===== config.mk =====
export PLATFORM = sky130hd
export DESIGN_NAME = mem_bus_master
export DESIGN_NICKNAME = d
export VERILOG_FILES = /design/src/rtl/mem_bus_master.sv
export SDC_FILE = /design/constraint.sdc
export NUM_CORES = 1
export LEC_CHECK = 0
export ABC_AREA = 1
export BUFFER_PORTS_ARGS = -buffer_cell sky130_fd_sc_hd__buf_4
export CORE_MARGIN = 2
export CORE_UTILIZATION = 53
export CTS_CLUSTER_SIZE = 10
export DETAILED_ROUTE_END_ITERATION = 8
export PLACE_DENSITY = 0.85
export SLEW_MARGIN = 10
export SYNTH_ARGS = -nofsm -noshare
export SYNTH_HDL_FRONTEND = slang
export SYNTH_SLANG_ARGS = --single-unit

===== constraint.sdc =====
create_clock -name clk -period 5.1 [get_ports clk]
set_input_delay 0.51 -clock clk [delete_from_list [all_inputs] [get_ports clk]]
set_output_delay 0.51 -clock clk [all_outputs]
set_load 0.05 [all_outputs]

===== src/rtl/mem_bus_master.sv =====
// Avalon-MM master for one load/store at a time: lane steering, load extension, bounded wait.
// Optional feature macro: MEM_BUS_ALIGN_CHECK_EN (reject misaligned half/word requests).
module mem_bus_master #(
  parameter int unsigned ADDR_WIDTH = 32,
  parameter int unsigned TIMEOUT    = 256
) (
  input  logic                  clk,
  input  logic                  reset,
  input  logic                  req_i,
  input  logic                  wen_i,
  input  logic [1:0]            size_i,
  input  logic                  signed_i,
  input  logic [ADDR_WIDTH-1:0] addr_i,
  input  logic [31:0]           wdata_i,
  output logic [31:0]           rdata_o,
  output logic                  stall_o,
  output logic                  done_o,
  output logic                  err_o,
  output logic [ADDR_WIDTH-1:0] address,
  output logic                  write,
  output logic                  read,
  input  logic                  waitrequest,
  output logic [31:0]           writedata,
  output logic [3:0]            byteenable,
  input  logic [31:0]           readdata
);
  localparam int unsigned CNT_W = (TIMEOUT > 0) ? $clog2(TIMEOUT + 1) : 1;

  typedef enum logic [1:0] {S_IDLE, S_ACCESS, S_DONE} state_t;

  state_t                r_state, w_state_n;
  logic                  r_wen, w_wen_n;
  logic [1:0]            r_size, w_size_n;
  logic                  r_sgn, w_sgn_n;
  logic [1:0]            r_lane, w_lane_n;
  logic [ADDR_WIDTH-1:0] r_addr, w_addr_n;
  logic [3:0]            r_be, w_be_n;
  logic [31:0]           r_wd, w_wd_n;
  logic                  r_read, w_read_n;
  logic                  r_write, w_write_n;
  logic [CNT_W-1:0]      r_cnt, w_cnt_n;
  logic                  r_done, w_done_n;
  logic                  r_err, w_err_n;
  logic [31:0]           r_rdata, w_rdata_n;

  logic [3:0]            w_be_req;
  logic [31:0]           w_wd_req;
  logic                  w_misalign;
  logic [7:0]            w_rd_byte;
  logic [15:0]           w_rd_half;
  logic [31:0]           w_load;
  logic [CNT_W-1:0]      w_cnt_inc;

`ifdef MEM_BUS_ALIGN_CHECK_EN
  assign w_misalign = ((size_i == 2'b01) & addr_i[0]) | (size_i[1] & (|addr_i[1:0]));
`else
  assign w_misalign = 1'b0;
`endif

  // Lane steering of the incoming request; low address bits beyond the size are ignored.
  always_comb begin
    w_be_req = 4'b1111;
    w_wd_req = wdata_i;
    case (size_i)
      2'b00: begin
        w_be_req = 4'b0001 << addr_i[1:0];
        w_wd_req = {24'b0, wdata_i[7:0]} << {addr_i[1:0], 3'b000};
      end
      2'b01: begin
        w_be_req = 4'b0011 << {addr_i[1], 1'b0};
        w_wd_req = {16'b0, wdata_i[15:0]} << {addr_i[1], 4'b0000};
      end
      default: ;
    endcase
  end

  assign w_rd_byte = readdata[{r_lane, 3'b000} +: 8];
  assign w_rd_half = readdata[{r_lane[1], 4'b0000} +: 16];

  // Extract the addressed lane from readdata and extend it.
  always_comb begin
    w_load = readdata;
    case (r_size)
      2'b00:   w_load = {{24{r_sgn & w_rd_byte[7]}}, w_rd_byte};
      2'b01:   w_load = {{16{r_sgn & w_rd_half[15]}}, w_rd_half};
      default: ;
    endcase
  end

  assign w_cnt_inc = r_cnt + CNT_W'(1);

  // Next-state and next-output logic.
  always_comb begin
    w_state_n = r_state;
    w_wen_n   = r_wen;
    w_size_n  = r_size;
    w_sgn_n   = r_sgn;
    w_lane_n  = r_lane;
    w_addr_n  = r_addr;
    w_be_n    = r_be;
    w_wd_n    = r_wd;
    w_read_n  = r_read;
    w_write_n = r_write;
    w_cnt_n   = r_cnt;
    w_done_n  = 1'b0;
    w_err_n   = 1'b0;
    w_rdata_n = r_rdata;
    case (r_state)
      S_IDLE: begin
        if (req_i) begin
          w_wen_n  = wen_i;
          w_size_n = size_i;
          w_sgn_n  = signed_i;
          w_lane_n = addr_i[1:0];
          if (w_misalign) begin
            w_state_n = S_DONE;
            w_done_n  = 1'b1;
            w_err_n   = 1'b1;
            w_rdata_n = '0;
          end else begin
            w_state_n = S_ACCESS;
            w_addr_n  = {addr_i[ADDR_WIDTH-1:2], 2'b00};
            w_be_n    = w_be_req;
            w_wd_n    = w_wd_req;
            w_read_n  = ~wen_i;
            w_write_n = wen_i;
            w_cnt_n   = '0;
          end
        end
      end
      S_ACCESS: begin
        if (r_read | r_write) begin
          if (!waitrequest) begin
            w_state_n = S_DONE;
            w_read_n  = 1'b0;
            w_write_n = 1'b0;
            w_done_n  = 1'b1;
            w_rdata_n = r_wen ? 32'd0 : w_load;
          end else if (TIMEOUT != 0) begin
            w_cnt_n = w_cnt_inc;
            // Last permitted wait cycle: strobes drop, abort follows next cycle.
            if (w_cnt_inc == CNT_W'(TIMEOUT)) begin
              w_read_n  = 1'b0;
              w_write_n = 1'b0;
            end
          end
        end else begin
          w_state_n = S_DONE;
          w_done_n  = 1'b1;
          w_err_n   = 1'b1;
          w_rdata_n = '0;
        end
      end
      S_DONE: w_state_n = S_IDLE;
      default: w_state_n = S_IDLE;
    endcase
  end

  always_ff @(posedge clk or posedge reset) begin
    if (reset) begin
      r_state <= S_IDLE;
      r_wen   <= 1'b0;
      r_size  <= 2'b00;
      r_sgn   <= 1'b0;
      r_lane  <= 2'b00;
      r_addr  <= '0;
      r_be    <= 4'b0000;
      r_wd    <= 32'd0;
      r_read  <= 1'b0;
      r_write <= 1'b0;
      r_cnt   <= '0;
      r_done  <= 1'b0;
      r_err   <= 1'b0;
      r_rdata <= 32'd0;
    end else begin
      r_state <= w_state_n;
      r_wen   <= w_wen_n;
      r_size  <= w_size_n;
      r_sgn   <= w_sgn_n;
      r_lane  <= w_lane_n;
      r_addr  <= w_addr_n;
      r_be    <= w_be_n;
      r_wd    <= w_wd_n;
      r_read  <= w_read_n;
      r_write <= w_write_n;
      r_cnt   <= w_cnt_n;
      r_done  <= w_done_n;
      r_err   <= w_err_n;
      r_rdata <= w_rdata_n;
    end
  end

  assign stall_o    = (r_state == S_ACCESS) | ((r_state == S_IDLE) & req_i);
  assign done_o     = r_done;
  assign err_o      = r_err;
  assign rdata_o    = r_rdata;
  assign address    = r_addr;
  assign read       = r_read;
  assign write      = r_write;
  assign byteenable = r_be;
  assign writedata  = r_wd;

endmodule


[After elaboration in Yosys (flattened, before gate mapping)]
Index checks and enable logic that the tools add are counted.
Operators by class
  add/sub/neg operators: 1
  eq/ne operators: 10
  shifts and indexed selects: 6
  muxes and demuxes: 26
  bitwise operators: 6
  reductions and logical operators: 9
Operator list (count)
  $pmux W32 S2: 2
  $mux W32: 3
  $shiftx A32 B6 Y16: 1
  $shiftx A32 B6 Y8: 1
  $shl A16 B5 Y32: 1
  $shl A8 B5 Y32: 1
  $mux W9: 3
  $pmux W9 S2: 1
  $mux W1: 10
  $add A9 B1 Y9 const B: 1
  $eq A9 B9 Y1 const B: 1
  $ne A2 B2 Y1 const B: 4
  $pmux W4 S2: 1
  $reduce_and A4 Y1: 2
  $eq A2 B1 Y1 const B: 3
  $logic_not A2 Y1: 3
  $mux W2: 3
  $ne A3 B3 Y1 const B: 2
  $reduce_and A2 Y1: 3
  $pmux W1 S2: 2
  $pmux W2 S2: 1
  $shl A1 B2 Y4 const A: 1
  $shl A2 B2 Y4 const A: 1
  $and A1 B1 Y1: 3
  3 further kinds: 4
Word-level totals
  register bits: 119
  input port bits: 104
  output and inout port bits: 105

[Longest topological paths before layout]
Gate-level depths: netlist of the first run.
  depth in word-level cells: 6
  depth in mapped cells: 12
  gate-level depth less buffers: 12

[Worst setup path after synthesis of the first run]
Ideal clock, no wire load.
  path type: input to output
  start point: input req_i
  end point: output stall_o
  arrival time: 1.406 ns
  path slack: 3.184 ns
  stages: 4
  buffers on the path: 2
  cells stage by stage: nand2_1 buf_2 buf_2 nand2_1
On the way
  word-level cells in the longest chain between the ends: 2
RTL lines
  start: declaration: line 9  | input logic req_i,
  $and A1 B1 Y1: line 193  | assign stall_o = (r_state == S_ACCESS) | ((r_state == S_IDLE) & req_i);
  $or A1 B1 Y1: line 193
  end: declaration: line 16  | output logic stall_o,
No other way between the ends.

[Worst setup path in the final report of the first run]
  start point: register r_state[1]
  end point: output stall_o
On the way
  word-level cells in the longest chain between the ends: 3
  elaborated cells between the ends (all ways): 4
  classes of those cells: eq/ne: 1; bitwise: 2; reduce/logical: 1
RTL lines
  start: declaration: line 31  | state_t r_state, w_state_n;
  start signal: assignment: line 176  | r_state <= w_state_n;
  $logic_not A2 Y1: line 193
  $and A1 B1 Y1: line 193
  $or A1 B1 Y1 *: line 193
Mark *: on every way between the ends. The rest lies on a longest branch, timed or not.

==> impl_metrics.tcl, run 1 <==
set metrics [dict create \
    status "finished, final reports clean" \
    maxCapViolCount 0 \
    vias_per_cell 5.356 \
    clk_latency_ps 520 \
    postRouteAntennaNets 0 \
    clockBufferDepth 2 \
    synth_common_cells "284 x nand2_1, 119 x dfrtp_1, 52 x inv_1, 40 x nand3_1, 29 x o21ai_0" \
    ys_seq_area_share_pct 53.22 \
    cts_sinks 119 \
    drc 0 \
    cp.arrival_ps 1980 \
    crit_fanout 81 \
    rows 37 \
    drive_gt1_share_pct 30.85 \
    syn2layout_area_growth_pct 37.90 \
    grt_max_degree 82 \
    cts_tree "built" \
    finalHoldViolCount 0 \
    cpMostUsedCell "buf_4" \
    clkPwrFrac_pct 19.1 \
    p_leak_nw 4.132 \
    vias 5468 \
    dieArea_um2 11400 \
    finalWorstSetupSlack_ps 2613 \
    dp_slack_ps 2926 \
    grt_pass1_vias 5294 \
    cp-start-kind "flip-flop" \
    pwr-share-comb_pct 52.2 \
    track_usage_pct 28.54 \
    crit_required_ps 4590 \
    diodes 0 \
    ioPinCount 209 \
    drt_iter0_markers 314 \
    power_mw 5.572 \
    grt_pass1_wl_mm 25.43 \
    ir_drop_mv 0.6935 \
    intPower_mw 2.781 \
    power.density_nw_per_um2 722.2 \
    final_max_slew_viol_count 0 \
    period_needed_ps 2487 \
    hold_buffers 0 \
    numPortBuffers 206 \
    die_w_um 106.8 \
    yosysTopAreaCellShare_pct 53.22 \
    synth.most_common_cell "nand2_1" \
    start_util_pct 54.44 \
    rsz0062_at_grt "false" \
    ys_top_cells_by_area "dfrtp_1 53%, nand2_1 19%, nand3_1 3.6%" \
    switching_share_pct 50.09 \
    finalSetupTns_ps 0 \
    finalWirelength_mm 16.16 \
    post_cts_resized 0 \
    root_buffer "clkbuf_8" \
    worst_path_largest_cell_delay_ps 600 \
    core-area_um2 10280 \
    syn_area_um2 5595 \
    finalCritPeriodShare_pct 48.76 \
    synth_cells 671 \
    yosys.cell_types.count 37 \
    die_h_um 106.8 \
    synthArstFlopShare_pct 100.0 \
    htree_levels 4 \
    crit_path_end_kind "output port" \
    routedWlPerCell_um 15.82 \
    antenna_found_initial 0 \
    hp-class "in -> async" \
    ys.flop_type "dfrtp_1" \
    clock.fmax_mhz 402.1 \
    relSlewSlack_pct 38.43 \
    switching_power_mw 2.791 \
    syn_avg_cell_area_um2 8.339 \
    seqPwrFrac_pct 28.7 \
    criticalPathCategory "reg -> out" \
    crit_start "r_state[1]" \
    r2r_start "r_size[1]" \
    ys_ff_latch 119 \
    tightest_slew_ps 922.3 \
    synth-edff-count 0 \
    grt_overflow 0 \
    post_cts_buffers 0 \
    skew_ps 10.14 \
    numCtsBuffers 17 \
    fin_nets 978 \
    clkSlewWorstSetupHoldPaths_ps 60 \
    dpl.hpwl_mm 11.51 \
    path_cells "nor2_1, nand2_2, buf_4, nand2_1, buf_4" \
    synth_top_area_cell "dfrtp_1" \
    finalSetupViolCount 0 \
    yosys_warnings 0 \
    gp_congestion 0.8865 \
    critPathSlowestCell "buf_4" \
    firstDrtPassIters 5 \
]
==> area by class of cell <==
| type | count | area [um^2] |
|---|---|---|
| well taps | 136 | 170.2 |
| flip-flops and latches | 119 | 2978 |
| clock inverters | 10 | 80.08 |
| inverters | 59 | 226.5 |
| clock buffers | 22 | 442.9 |
| repair buffers | 209 | 1569 |
| fillers | 761 | 2561 |
| multi-input cells | 466 | 2250 |
==> placed cells by master, fill, tap and decap left out, drive strengths merged <==
cell / count
a21oi: 5
a221oi: 2
a22o: 1
a22oi: 8
a32o: 6
a41oi: 1
buf: 209
bufinv: 1
clkbuf: 22
clkinv: 7
clkinvlp: 2
conb: 2
dfrtp: 119
ha: 2
inv: 59
nand2: 287
nand3: 42
nand4: 2
nor2: 28
nor3: 2
o211ai: 31
o21ai: 39
o21bai: 1
o22ai: 5
o32a: 1
or2: 1
==> per-layer routing <==
layer  up-vias  track usage (%)  part of all wire [%]
li1       2567                -                     -
met4         0            12.89                   3.7
met1      2539            35.16                    39
met5         -                0                     0
met3        48            9.179                   9.5
met2       314            46.00                    48
==> state kept, by name, summed over array words and instances, names as in the netlist, 2 cells and up <==
signal	flops
writedata	32
r_lane	2
address	30
rdata_o	32
r_size	2
r_cnt	9
r_state	2
byteenable	4
==> worst max-delay path, delay by kind of cell (launching register included) <==
kind,cells,cell delay (ps)
buf+inv,2,820
flops,1,360
simple gates,3,240
==> worst paths after layout <==
path,to,slack [ps],cells past startpoint
max,stall_o,2610,5
min,address[27],120,2
max reg2reg,rdata_o[31],2950,5
min reg2reg,address[5],470,2
max in group asynchronous,rdata_o[15],3740,3
min in group clk,address[13],190,3
==> power by group through the flow <==
stage,combinational [mW],clock (mW),sequential (mW)
6_report,2.91,1.06,1.60
5_1_grt,3.10,1.12,1.63
4_1_cts,2.92,1.07,1.59
3_5_place_dp,2.91,0,1.59
3_3_place_gp,2.85,0,1.59
2_1_floorplan,0.930,0,2.69
==> through the flow <==
step | area (um^2) | hold slack [ps] | utilization, % | std cells
2_1_floorplan | 5599 | 494.9 | - | 672
3_5_place_dp | 7193 | 465.9 | 69.99 | 989
5_1_grt | 7716 | 179.1 | 75.08 | 1021
6_report | 7716 | 116.9 | 75.08 | 1021
3_3_place_gp | 7193 | 465.4 | 69.99 | 989
4_1_cts | 7716 | 137.9 | 75.08 | 1021
==> kinds of logic after synthesis <==
group           count (synthesis)  synth area share, %
other cells                     1              0.06702
buf+inv                        87                6.686
simple gates                  362                26.54
compound gates                100                13.04
flops                         119                53.22
fa+ha+maj                       2               0.4472
No activity file was read; power rests on OpenSTA's default activity.
==> run 2, diff against run 1 <==
- ABC_AREA: 1 -> 0
- CORE_UTILIZATION: 53 -> 49
- PLACE_DENSITY: 0.85 -> 0.8
- clock period: 5.1 -> 2.5 ns (I/O delays scaled with it)
==> run 2 against run 1 <==
Utilization increased by 2.0 points. Critical path type is now reg -> reg. Sequential share of layout area down 2.9 points. Setup slack worse by 2400 ps. Largest cell class unchanged.
==> impl_metrics.tcl, run 2 <==
set metrics [dict create \
    status "finished, final reports clean" \
    synth_common_cells "162 x nand2_1, 119 x dfrtp_1, 43 x nor2_1, 41 x o21ai_0, 27 x clkbuf_1" \
    clock.fmax_mhz 433.1 \
    finalWorstSetupSlack_ps 191.0 \
    tightest_slew_ps 806.9 \
    crit_fanout 27 \
    criticalPathCategory "reg -> reg" \
    critPathSlowestCell "dlygate4sd3_1" \
    yosys_warnings 0 \
    synthArstFlopShare_pct 100.0 \
    numPortBuffers 206 \
    p_leak_nw 4.208 \
    finalHoldViolCount 0 \
    fin_cells 1012 \
    ys_seq_area_share_pct 54.46 \
    cts_tree "built" \
    rows 38 \
    clkSlewWorstSetupHoldPaths_ps 60 \
    mostFrequentLayoutCells "220 x buf_4, 161 x nand2_1, 119 x dfrtp_1" \
    postRouteAntennaNets 0 \
    track_usage_pct 31.24 \
    finalWirelength_mm 18.23 \
    finalSetupViolCount 0 \
    routedWlPerCell_um 18.02 \
    finalCritPeriodShare_pct 92.36 \
    root_buffer "clkbuf_8" \
    synth_top_area_cell "dfrtp_1" \
    ys_ff_latch 119 \
    ys_top_cells_by_area "dfrtp_1 54%, nand2_1 11%, o21ai_0 3.8%" \
    core-area_um2 10840 \
    syn_avg_cell_area_um2 9.220 \
    drc 0 \
    ioPinCount 209 \
    grt_pass1_vias 5778 \
    fill_cells 699 \
    drt_iter0_markers 436 \
    rsz0062_at_grt "false" \
    cp-start-kind "flip-flop" \
    power.density_nw_per_um2 1478 \
    final_common_cell "buf_4" \
    htree_levels 4 \
    yosysTopAreaCellShare_pct 54.46 \
    vias_per_cell 5.546 \
    vias 5613 \
    dieArea_um2 12020 \
    clockBufferDepth 2 \
    die_w_um 109.6 \
    relSlewSlack_pct 46.21 \
    fin_nets 965 \
    drive_gt1_share_pct 30.96 \
    grt_overflow 0 \
    synth_cells 593 \
    final_max_slew_viol_count 0 \
    synth.most_common_cell "nand2_1" \
    grt_max_degree 65 \
    die_h_um 109.6 \
    yosys.cell_types.count 53 \
    diodes 0 \
    maxCapViolCount 0 \
    skew_ps 14.97 \
    worst_path_largest_cell_delay_ps 580 \
    antenna_found_initial 0 \
    post_cts_buffers 0 \
    crit_path_end_kind "flip-flop" \
    dp_slack_ps 537.7 \
    crit_required_ps 2960 \
    cp.arrival_ps 2760 \
    firstDrtPassIters 5 \
    hp-class "in -> reg" \
    syn2layout_area_growth_pct 52.72 \
    clk_latency_ps 520 \
    final_core_util_pct 77.03 \
    grt_pass1_wl_mm 28.62 \
    start_util_pct 50.44 \
    cts_sinks 119 \
    ir_drop_mv 0.9140 \
    syn_area_um2 5468 \
    place_inst 917 \
    gp_congestion 0.8277 \
    finalSetupTns_ps 0 \
    path_cells "nor2_1, nand2_4, nor4_1, buf_4, a222oi_1, dlygate4sd3_1, inv_1" \
    numCtsBuffers 17 \
    period_needed_ps 2309 \
    dpl.hpwl_mm 11.48 \
    synth-edff-count 0 \
    ys.flop_type "dfrtp_1" \
]
## run 2: layout make-up
cell class                      instances  area, um^2  share of cell area, %
Multi-Input combinational cell        416        2256                  27.02
Inverter                               22       86.33                  1.034
Tap cell                              140       175.2                  2.098
Clock buffer                           18       417.9                  5.004
Sequential cell                       119        2978                  35.66
Timing Repair Buffer                  283        2282                  27.33
Clock inverter                         14       155.1                  1.858
## run 2: worst max-delay path: cells and delay by family (launching register included)
family          cells  cell delay (ps)
simple gates        3              830
buf+inv             3              860
flops               1              460
compound gates      1               90
## run 2: worst paths after layout
kind | startpoint | end | slack, ps | cells after the start
worst max-delay path | r_state[0] | writedata[13] | 190 | 7
worst min-delay path | readdata[16] | rdata_o[16] | 20 | 3
worst max register to register | r_state[0] | writedata[13] | 190 | 7
worst min register to register | address[5] | address[5] | 480 | 2
max in group asynchronous | reset | r_state[0] | 1390 | 4
min in group asynchronous | reset | address[8] | 510 | 4
## run 2: routing by layer
| metal | global-route usage [%] | wire, um | up-vias |
|---|---|---|---|
| met4 | 11.93 | 393 | 0 |
| met2 | 52.43 | 9156 | 307 |
| met5 | 0 | 0 | - |
| met3 | 10.20 | 1666 | 39 |
| met1 | 37.39 | 7018 | 2695 |
| li1 | - | - | 2572 |
## run 2: logic make-up (layout without fill, tap and decap cells)
group / count (synthesis) / count (layout) / share of synthesized area, %
AND/OR/NAND/NOR: 257 / 257 / 20.16
AO/OA/AOI/OAI: 150 / 150 / 19.13
flip-flops: 119 / 119 / 54.46
buffers and inverters: 59 / 337 / 4.645
XOR/XNOR: 3 / 3 / 0.4806
adder cells (fa/ha/maj): 2 / 2 / 0.4576
multiplexers: 2 / 2 / 0.5949
other: 1 / 2 / 0.06858
## run 2: metrics by stage
stage | cell area, um^2 | power, mW | hold WS [ps]
after floorplan | 5475 | 7.733 | 355.4
after global placement | 7139 | 9.655 | 438.9
after detailed placement | 7139 | 9.797 | 444.6
after CTS | 8333 | 12.25 | 0.9972
after global routing | 8351 | 12.96 | 8.319
final | 8351 | 12.35 | 24.11
## run 2: timing repair
action                                  4_1_cts  5_1_grt
hold endpoints to repair                    118        1
hold buffers                                 62        1
gates resized for setup                       0        2
endpoints found under the setup margin        0        2
## run 2: power by group
group,internal [mW],switching [mW],total [mW]
Sequential,2.77,0.623,3.39
Combinational,2.01,4.61,6.62
Clock,1.42,0.916,2.34
Total,6.20,6.15,12.3
==> run 3, diff against run 2 <==
- CORE_UTILIZATION: 49 -> 26
- PLACE_DENSITY: 0.8 -> unset
==> run 3 against run 2 <==
Clock skew fell by 7.8 ps. Critical path depth fell by 1. Critical endpoint is now rdata_o[7]. Setup slack improved by 370 ps. Highest routed layer unchanged. Hold slack improved by 5.0 ps. Largest cell class unchanged. Via count fell by 9.6%.
==> impl_metrics.tcl, run 3 (synthesis gave the netlist of run 2 again) <==
set metrics [dict create \
    die_h_um 149.0 \
    path_cells "nand2b_2, or4_1, buf_4, a221oi_1, o21ai_0, nand2_1" \
    finalCritPeriodShare_pct 77.43 \
    maxCapViolCount 0 \
    grt_pass1_wl_mm 27.71 \
    routedWlPerCell_um 16.25 \
    core-area_um2 20820 \
    post_cts_resized 0 \
    finalWorstSetupSlack_ps 564.3 \
    grt_max_degree 120 \
    mostFrequentLayoutCells "217 x buf_4, 161 x nand2_1, 119 x dfrtp_1" \
    finalSetupViolCount 0 \
    postRouteAntennaNets 0 \
    worstHoldPathCells 3 \
    numCtsBuffers 17 \
    dpl.hpwl_mm 12.45 \
    htree_levels 4 \
    ir_drop_mv 0.7763 \
    worst_path_largest_cell_delay_ps 500 \
    fin_nets 900 \
    gp_congestion 0.7886 \
    drc 0 \
    status "finished, final reports clean" \
    clk_latency_ps 410 \
    start_util_pct 26.26 \
    setup.worst_path.end "rdata_o[7]" \
    p_leak_nw 3.961 \
    cp-start-kind "flip-flop" \
    grt_pass1_vias 4972 \
    relSlewSlack_pct 47.49 \
    crit_fanout 16 \
    skew_ps 7.191 \
    die_w_um 149.0 \
    crit_path_end_kind "flip-flop" \
    reg2reg_to "rdata_o[7]" \
    place_inst 1050 \
    numPortBuffers 206 \
    fill_cells 2174 \
    finalSetupTns_ps 0 \
    period_needed_ps 1936 \
    hold_buffers 0 \
    power.density_nw_per_um2 1549 \
    ioPinCount 209 \
    grt_overflow 0 \
    crit_start "r_state[1]" \
    diodes 0 \
    clock.fmax_mhz 516.6 \
    vias 5076 \
    reg2regPathDepth 6 \
    firstDrtPassIters 6 \
    rows 53 \
    cts_tree "built" \
    dieArea_um2 22210 \
    dp_slack_ps 597.4 \
    syn2layout_area_growth_pct 44.35 \
    finalWirelength_mm 17.58 \
    final_common_cell "buf_4" \
    cts_sinks 119 \
    r2r_start "r_state[1]" \
    cp.arrival_ps 2280 \
    rsz0062_at_grt "false" \
    fin_cells 1082 \
    holdWs_ps 29.13 \
    clkSlewWorstSetupHoldPaths_ps 60 \
    tightest_slew_ps 787.6 \
    antenna_found_initial 0 \
    drive_gt1_share_pct 32.84 \
    post_cts_buffers 0 \
    criticalPathCategory "reg -> reg" \
    clockBufferDepth 2 \
    finalHoldViolCount 0 \
    rrSetupSlack_ps 560 \
    drt_iter0_markers 250 \
    critPathSlowestCell "or4_1" \
    final_max_slew_viol_count 0 \
    hp-start "addr_i[8]" \
    crit_required_ps 2840 \
    vias_per_cell 4.691 \
    root_buffer "clkbuf_16" \
    hp-class "in -> reg" \
    track_usage_pct 16.06 \
]
[run 3: cell types whose count changed in the layout (fill, tap and decap cells not counted), moves of 2 or more]
cell | previous run | this run
buf_4 | 220 | 217
clkinvlp_4 | 6 | 3
dlygate4sd3_1 | 63 | 0
clkbuf_1 | 1 | 3
clkinv_2 | 1 | 4
clkbuf_8 | 1 | 4
clkinv_4 | 6 | 0
[run 3: critical path: cells and delay by family, from the launching register on]
family,cells,cell delay (ps)
buffers and inverters,1,240
AO/OA/AOI/OAI,2,400
AND/OR/NAND/NOR,3,800
flip-flops,1,430
[run 3: report_power, final]
part	internal, mW	switching, mW	total [mW]	leakage [nW]
registers	2.77	0.599	3.37	1.52
logic	1.92	4.50	6.43	2.15
clock network	1.57	0.866	2.43	0.286
total	6.26	5.97	12.2	3.96
[run 3: worst min-delay path by stage]
| stage | slack [ps] | to |
|---|---|---|
| global placement | 440 | address[25] |
| global route | 10 | address[30] |
| finish | 30 | address[8] |
| CTS | 10 | address[25] |
| floorplan | 360 | address[10] |
| detailed placement | 440 | address[27] |
[run 3: area by class of cell]
class | count | area (um^2) | share of cell area [%]
multi-input combinational | 416 | 2248 | 28.49
sequential | 119 | 2978 | 37.73
inverter | 22 | 86.33 | 1.094
timing repair buffer | 218 | 1649 | 20.89
clock buffer | 24 | 491.7 | 6.230
clock inverter | 8 | 95.09 | 1.205
tap | 275 | 344.1 | 4.360
[run 3: layer usage]
metal  share of wire [%]  wire, um  vias up  global-route usage (%)
li1                    -         -     2444                       -
met1                  44      7707     2392                   20.97
met2                  45      7953      223                   24.91
met3                 9.5      1672       17                   5.566
met4                 1.4       245        0                   5.381
met5                   0         0        -                       0
[run 3: per-stage QoR]
stage	cell area [um^2]	power [mW]	util [%]
3_5_place_dp	7306	9.876	35.09
4_1_cts	7893	12.35	37.90
6_report	7893	12.22	37.90
5_1_grt	7893	12.94	37.90
3_3_place_gp	7306	9.826	35.09
2_1_floorplan	5475	7.733	-
